File: config.mk
export PLATFORM = sky130hd
export DESIGN_NAME = crop_job_scheduler
export DESIGN_NICKNAME = d
export VERILOG_FILES = /design/src/rtl/crop_job_scheduler.sv
export SDC_FILE = /design/constraint.sdc
export NUM_CORES = 1
export LEC_CHECK = 0
export ABC_AREA = 1
export CAP_MARGIN = 20
export CORE_ASPECT_RATIO = 0.9
export CORE_UTILIZATION = 35
export DETAILED_ROUTE_END_ITERATION = 7
export MAX_ROUTING_LAYER = met4
export SETUP_SLACK_MARGIN = 0.15
export SYNTH_ARGS = -nofsm -noshare
export SYNTH_HDL_FRONTEND = slang
export SYNTH_SLANG_ARGS = --single-unit
File: constraint.sdc
create_clock -name clk -period 3.2 [get_ports clk]
set_input_delay 0.64 -clock clk [delete_from_list [all_inputs] [get_ports clk]]
set_output_delay 0.64 -clock clk [all_outputs]
set_load 0.005 [all_outputs]
File: src/rtl/crop_job_scheduler.sv
// crop_job_scheduler: round-robin crop job arbiter and frame sequencer.
// Optional watchdog enabled by defining CROP_SCHED_TIMEOUT_EN.
module crop_job_scheduler #(
  parameter int IN_ROWS          = 40,
  parameter int IN_COLS          = 40,
  parameter int OUT_ROWS         = 20,
  parameter int OUT_COLS         = 20,
  parameter int IMG_ROW_BITWIDTH = 10,
  parameter int IMG_COL_BITWIDTH = 10,
  parameter int CNT_BITWIDTH     = 16,
  parameter int TIMEOUT_CYCLES   = 4096
) (
  input  logic                        clk,
  input  logic                        reset,
  input  logic [IMG_ROW_BITWIDTH-1:0] req0_Y1_TDATA,
  input  logic [IMG_COL_BITWIDTH-1:0] req0_X1_TDATA,
  input  logic                        req0_TVALID,
  output logic                        req0_TREADY,
  input  logic [IMG_ROW_BITWIDTH-1:0] req1_Y1_TDATA,
  input  logic [IMG_COL_BITWIDTH-1:0] req1_X1_TDATA,
  input  logic                        req1_TVALID,
  output logic                        req1_TREADY,
  output logic [IMG_ROW_BITWIDTH-1:0] crop_Y1_TDATA,
  output logic                        crop_Y1_TVALID,
  input  logic                        crop_Y1_TREADY,
  output logic [IMG_COL_BITWIDTH-1:0] crop_X1_TDATA,
  output logic                        crop_X1_TVALID,
  input  logic                        crop_X1_TREADY,
  input  logic                        mon_in_TVALID,
  input  logic                        mon_in_TREADY,
  input  logic                        mon_out_TVALID,
  input  logic                        mon_out_TREADY,
  output logic                        busy,
  output logic                        done,
  output logic                        done_id,
  output logic                        done_clamped,
  output logic                        done_timeout
);

  localparam logic [IMG_ROW_BITWIDTH-1:0] Y_MAX =
    IMG_ROW_BITWIDTH'(IN_ROWS - OUT_ROWS);
  localparam logic [IMG_COL_BITWIDTH-1:0] X_MAX =
    IMG_COL_BITWIDTH'(IN_COLS - OUT_COLS);
  localparam logic [CNT_BITWIDTH-1:0] IN_TGT =
    CNT_BITWIDTH'(IN_ROWS * IN_COLS);
  localparam logic [CNT_BITWIDTH-1:0] OUT_TGT =
    CNT_BITWIDTH'(OUT_ROWS * OUT_COLS);

  typedef enum logic [1:0] {IDLE, CFG, RUN, DONE} state_t;

  state_t                      state;
  logic                        last_grant;
  logic                        owner;
  logic                        clamped;
  logic [CNT_BITWIDTH-1:0]     in_cnt;
  logic [CNT_BITWIDTH-1:0]     out_cnt;
  logic                        pick1;
  logic                        accept;
  logic                        y_hs;
  logic                        x_hs;
  logic                        in_hs;
  logic                        out_hs;
  logic                        cfg_done;
  logic                        frame_done;
  logic                        counting;
  logic                        timeout;
  logic                        y_over;
  logic                        x_over;
  logic [IMG_ROW_BITWIDTH-1:0] y_sel;
  logic [IMG_COL_BITWIDTH-1:0] x_sel;

  // Arbitration, handshake decode and clamp detection.
  // TREADY is gated by reset so it reads 0 while reset is held.
  always_comb begin
    pick1 = req1_TVALID & (~req0_TVALID | ~last_grant);
    req0_TREADY = reset & (state == IDLE) & req0_TVALID & ~pick1;
    req1_TREADY = reset & (state == IDLE) & pick1;
    accept = req0_TREADY | req1_TREADY;
    y_hs = crop_Y1_TVALID & crop_Y1_TREADY;
    x_hs = crop_X1_TVALID & crop_X1_TREADY;
    in_hs = mon_in_TVALID & mon_in_TREADY;
    out_hs = mon_out_TVALID & mon_out_TREADY;
    cfg_done = (~crop_Y1_TVALID | y_hs) & (~crop_X1_TVALID | x_hs);
    frame_done = (in_cnt == IN_TGT) & (out_cnt == OUT_TGT);
    counting = (state == CFG) | (state == RUN);
    y_sel = pick1 ? req1_Y1_TDATA : req0_Y1_TDATA;
    x_sel = pick1 ? req1_X1_TDATA : req0_X1_TDATA;
    y_over = y_sel > Y_MAX;
    x_over = x_sel > X_MAX;
  end

`ifdef CROP_SCHED_TIMEOUT_EN
  localparam int WD_W = $clog2(TIMEOUT_CYCLES + 1);
  logic [WD_W-1:0] wd;
  logic            any_hs;

  assign any_hs = y_hs | x_hs | in_hs | out_hs;
  assign timeout = counting & ~any_hs &
                   (wd == WD_W'(TIMEOUT_CYCLES - 1));

  // Idle-cycle watchdog; cleared by any handshake or outside a job.
  always_ff @(posedge clk or negedge reset) begin
    if (!reset) wd <= '0;
    else if (!counting || any_hs) wd <= '0;
    else wd <= wd + 1'b1;
  end

  // Timeout flag rides along with the done pulse.
  always_ff @(posedge clk or negedge reset) begin
    if (!reset) done_timeout <= 1'b0;
    else done_timeout <= timeout;
  end
`else
  assign timeout = 1'b0;
  assign done_timeout = 1'b0;
`endif

  // Job FSM with registered config streams, counters and status.
  always_ff @(posedge clk or negedge reset) begin
    if (!reset) begin
      state <= IDLE;
      last_grant <= 1'b1;
      owner <= 1'b0;
      clamped <= 1'b0;
      in_cnt <= '0;
      out_cnt <= '0;
      crop_Y1_TDATA <= '0;
      crop_X1_TDATA <= '0;
      crop_Y1_TVALID <= 1'b0;
      crop_X1_TVALID <= 1'b0;
      busy <= 1'b0;
      done <= 1'b0;
      done_id <= 1'b0;
      done_clamped <= 1'b0;
    end else begin
      done <= 1'b0;
      if (counting) begin
        if (in_hs && in_cnt != IN_TGT) in_cnt <= in_cnt + 1'b1;
        if (out_hs && out_cnt != OUT_TGT) out_cnt <= out_cnt + 1'b1;
      end
      unique case (state)
        IDLE: begin
          if (accept) begin
            crop_Y1_TDATA <= y_over ? Y_MAX : y_sel;
            crop_X1_TDATA <= x_over ? X_MAX : x_sel;
            clamped <= y_over | x_over;
            owner <= pick1;
            last_grant <= pick1;
            busy <= 1'b1;
            crop_Y1_TVALID <= 1'b1;
            crop_X1_TVALID <= 1'b1;
            state <= CFG;
          end
        end
        CFG: begin
          if (y_hs) crop_Y1_TVALID <= 1'b0;
          if (x_hs) crop_X1_TVALID <= 1'b0;
          if (timeout) begin
            crop_Y1_TVALID <= 1'b0;
            crop_X1_TVALID <= 1'b0;
            done <= 1'b1;
            done_id <= owner;
            done_clamped <= clamped;
            state <= DONE;
          end else if (cfg_done) begin
            state <= RUN;
          end
        end
        RUN: begin
          if (timeout || frame_done) begin
            done <= 1'b1;
            done_id <= owner;
            done_clamped <= clamped;
            state <= DONE;
          end
        end
        DONE: begin
          busy <= 1'b0;
          in_cnt <= '0;
          out_cnt <= '0;
          state <= IDLE;
        end
      endcase
    end
  end

endmodule

==> results of run 1 <==
-- kinds of logic after synthesis --
logic type	count (synthesis)
xor+xnor	18
fa+ha+maj	9
flops	63
compound gates	31
simple gates	352
other cells	1
buf+inv	90
-- through the flow --
step	hold slack [ns]	util
6_report	0.472	0.469
2_1_floorplan	0.344	-
5_1_grt	0.488	0.469
3_5_place_dp	0.461	0.443
4_1_cts	0.468	0.469
3_3_place_gp	0.462	0.443
-- final cells by class --
cell class,instances,area [µm²],share of cell area
clock buffer,13,260,0.0507
multi-input combinational,411,2020,0.395
inverter,74,278,0.0542
tap,152,190,0.0371
timing repair buffer,79,781,0.152
clock inverter,3,17.5,0.00342
sequential,63,1580,0.308
-- flip-flops by register name (all words and copies together), names as in the netlist, 2 cells and up --
name,flops
in_cnt,16
state,2
out_cnt,16
crop_X1_TDATA,10
crop_Y1_TDATA,10
-- worst max-delay path, stage by stage --
cell and delay, ns:
clkdlybuf4s50_1 0.41, nand2_1 0.08, nand2_1 0.07, inv_2 0.16, nand2_1 0.17, inv_1 0.08, clkdlybuf4s50_1 0.49
-- routing by layer --
layer,part of all wire,vias to the layer above
li1,-,1909
met1,0.48,1650
met2,0.44,96
met3,0.072,9
met4,0.013,0
met5,0,-
-- synthesized netlist by cell type (all sizes together) --
master	n	area, µm²
nand2	196	781
clkbuf	3	11.3
dfrtp	62	1550
nand4	13	81.3
buf	13	101
xnor2	2	17.5
or2	6	37.5
nand3b	5	37.5
a21oi	5	28.8
o21a	1	7.51
ha	9	113
clkinv	2	7.51
dfstp	1	26.3
nor2	64	240
and3	1	6.26
conb	1	3.75
o31ai	1	7.51
o21ai	24	135
xor2	16	140
nor3b	2	15.0
nor4	1	6.26
nor3	27	171
inv	72	270
nand3	37	195
-- report_power, final --
group	total, mW	switching, mW	internal (mW)
combinational	0.967	0.607	0.360
clock	0.916	0.353	0.564
sequential	1.02	0.114	0.906
-- worst max-delay path by stage --
stage	start	to	slack [ns]	depth (start not counted)
3_3_place_gp	req0_TVALID	req1_TREADY	0.45	7
2_1_floorplan	req0_TVALID	req0_TREADY	1.43	5
4_1_cts	req0_TVALID	req1_TREADY	0.43	7
5_1_grt	req0_TVALID	req1_TREADY	0.30	7
6_report	req0_TVALID	req1_TREADY	0.45	7
3_5_place_dp	req0_TVALID	req1_TREADY	0.44	7
==> summary.md, run 1 <==
| Metric | Value |
|---|---|
| Num Clock Sinks | `63` |
| Post-Synth XOR/XNOR Area | `0.0395` |
| Unrepaired setup endpoints after global routing | `no` |
| Final worst path period share | `0.861` |
| Post-Synth Adder-Cell Area | `0.0282` |
| TritonCTS clock tree | `yes` |
| Yosys cell types | `38` |
| First-pass GRT wire length | `16300 µm` |
| CORE AREA | `0.0109 mm²` |
| Max-Cap Viols | `0` |
| DRC | `0` |
| Initial Util | `0.365` |
| Met1 Usage GRT | `0.228` |
| Number of H-tree levels | `3` |
| Worst EP arrival | `2.11 ns` |
| WL/cell | `11.9 µm` |
| GR peak layer | `met2` |
| CP startpoint kind | `input port` |
| PwrDens | `566 mW/mm²` |
| Worst skew pair latency | `0.34 ns` |
| Post-synthesis compound-gate area fraction | `0.0448` |
| Worst hold endpoint | `last_grant` |
| DRT antenna net count | `0` |
| Overall Power | `2.90 mW` |
| Post-synthesis net count | `623` |
| Hold crit path type | `flip-flop to flip-flop` |
| Mux share of post-synthesis cell area | `0` |
| Cts hold-fix bufs | `0` |
| Root Driver | `clkbuf_16` |
| RR Endpoint | `out_cnt[12]` |
| Crit Path Max Fanout | `13` |
| R2r startpoint | `state[0]` |
| Yosys warning count | `0` |
| Post-route setup slack | `0.445 ns` |
| Fmax achieved | `363 MHz` |
| Initial antenna violation count | `0` |
| Area added between synthesis and finish | `28.5%` |
| Leading cell type in the layout, fill and taps excluded | `nand2_1` |
| Final Instance Area | `0.00513 mm²` |
| Ant diodes | `0` |
| Cell Area, Placed | `0.00485 mm²` |
| Final HPWL DP | `7130 µm` |
| Hold violation count in the final report | `0` |
| Number of synthesized register bits | `63` |
| DP Worst Slack | `0.443 ns` |
| Grt ovf | `0` |
| Starting DRT DRC Count | `202` |
| Main combinational cell family by area after synthesis | `simple AND/OR/NAND/NOR gates` |
| CP Class | `input port to primary output` |
| Vias per cell | `4.61` |
| Register-to-register setup slack | `0.71 ns` |
| VDD IR max | `0.271 mV` |
| Layout cells sized above 1 | `0.0762` |
| Fillers | `1105` |
| CTS buffer count | `9` |
| Outcome | `complete, no violations` |
| Die Y | `103 µm` |
| Setup clock skew after layout | `0.00833 ns` |
| Commonest non-fill, non-tap cells in the layout | `nand2_1 (188), clkdlybuf4s50_1 (76), inv_1 (65), nor2_1 (64), dfrtp_1 (62)` |
| Leakage power | `2.45 nW` |
| Final WL | `9500 µm` |
| Synth Area in Simple Gates | `0.394` |
| Port bufs | `77` |
| CP Capture Type | `primary output` |
| Total track usage | `0.182` |
| Mapped Area | `0.00399 mm²` |
| PostCTS Resize Cnt | `0` |
| Die X | `115 µm` |
| Register area share after synthesis | `0.395` |
| WHS Path Cells | `2` |
| Core Rows | `36` |
| Routing usage on met3 | `0.0548` |
| Max Slew Vio Count | `0` |
| Largest net degree at the start of global routing | `64` |
| Placed cell count | `779` |
| IO Pins | `79` |
| Setup TNS | `0 ns` |
| Avg Cell Area, Syn | `7.08 µm²` |
| Worst-Margin Slew | `0.840 ns` |
| Maximum buffer depth of the clock tree | `2` |
| GR Util met2 | `0.283` |
| Final setup fails | `0` |
| Crit path time final | `2.75 ns` |
| Clk pin slew, worst setup/hold paths | `0.05 ns` |
| Worst EP required | `2.56 ns` |
| Cells after synthesis | `564` |
| Layout Nets | `697` |
| Post-CTS Setup Bufs | `0` |
| Vias in the first global route | `3575` |
| Drt pass-1 iters | `4` |
| Die area | `0.0118 mm²` |
| GP Congestion | `0.903` |
| Slew margin rel. | `0.440` |
| Non-Filler Instances | `795` |
| Via count | `3664` |
| Worst hold start | `last_grant` |
| R2R cell count | `7` |
Power figures use the tool's default switching activity.
==> run 2, diff against run 1 <==
--- a/config.mk
+++ b/config.mk
@@ -6,12 +6,12 @@
 export NUM_CORES = 1
 export LEC_CHECK = 0
 export ABC_AREA = 1
-export CAP_MARGIN = 20
 export CORE_ASPECT_RATIO = 0.9
 export CORE_UTILIZATION = 35
 export DETAILED_ROUTE_END_ITERATION = 7
 export MAX_ROUTING_LAYER = met4
 export SETUP_SLACK_MARGIN = 0.15
+export SKIP_CTS_REPAIR_TIMING = 1
 export SYNTH_ARGS = -nofsm -noshare
 export SYNTH_HDL_FRONTEND = slang
 export SYNTH_SLANG_ARGS = --single-unit
==> results of run 2 <==
Same layout as run 1: the final DEF is identical, and so are final timing and power.
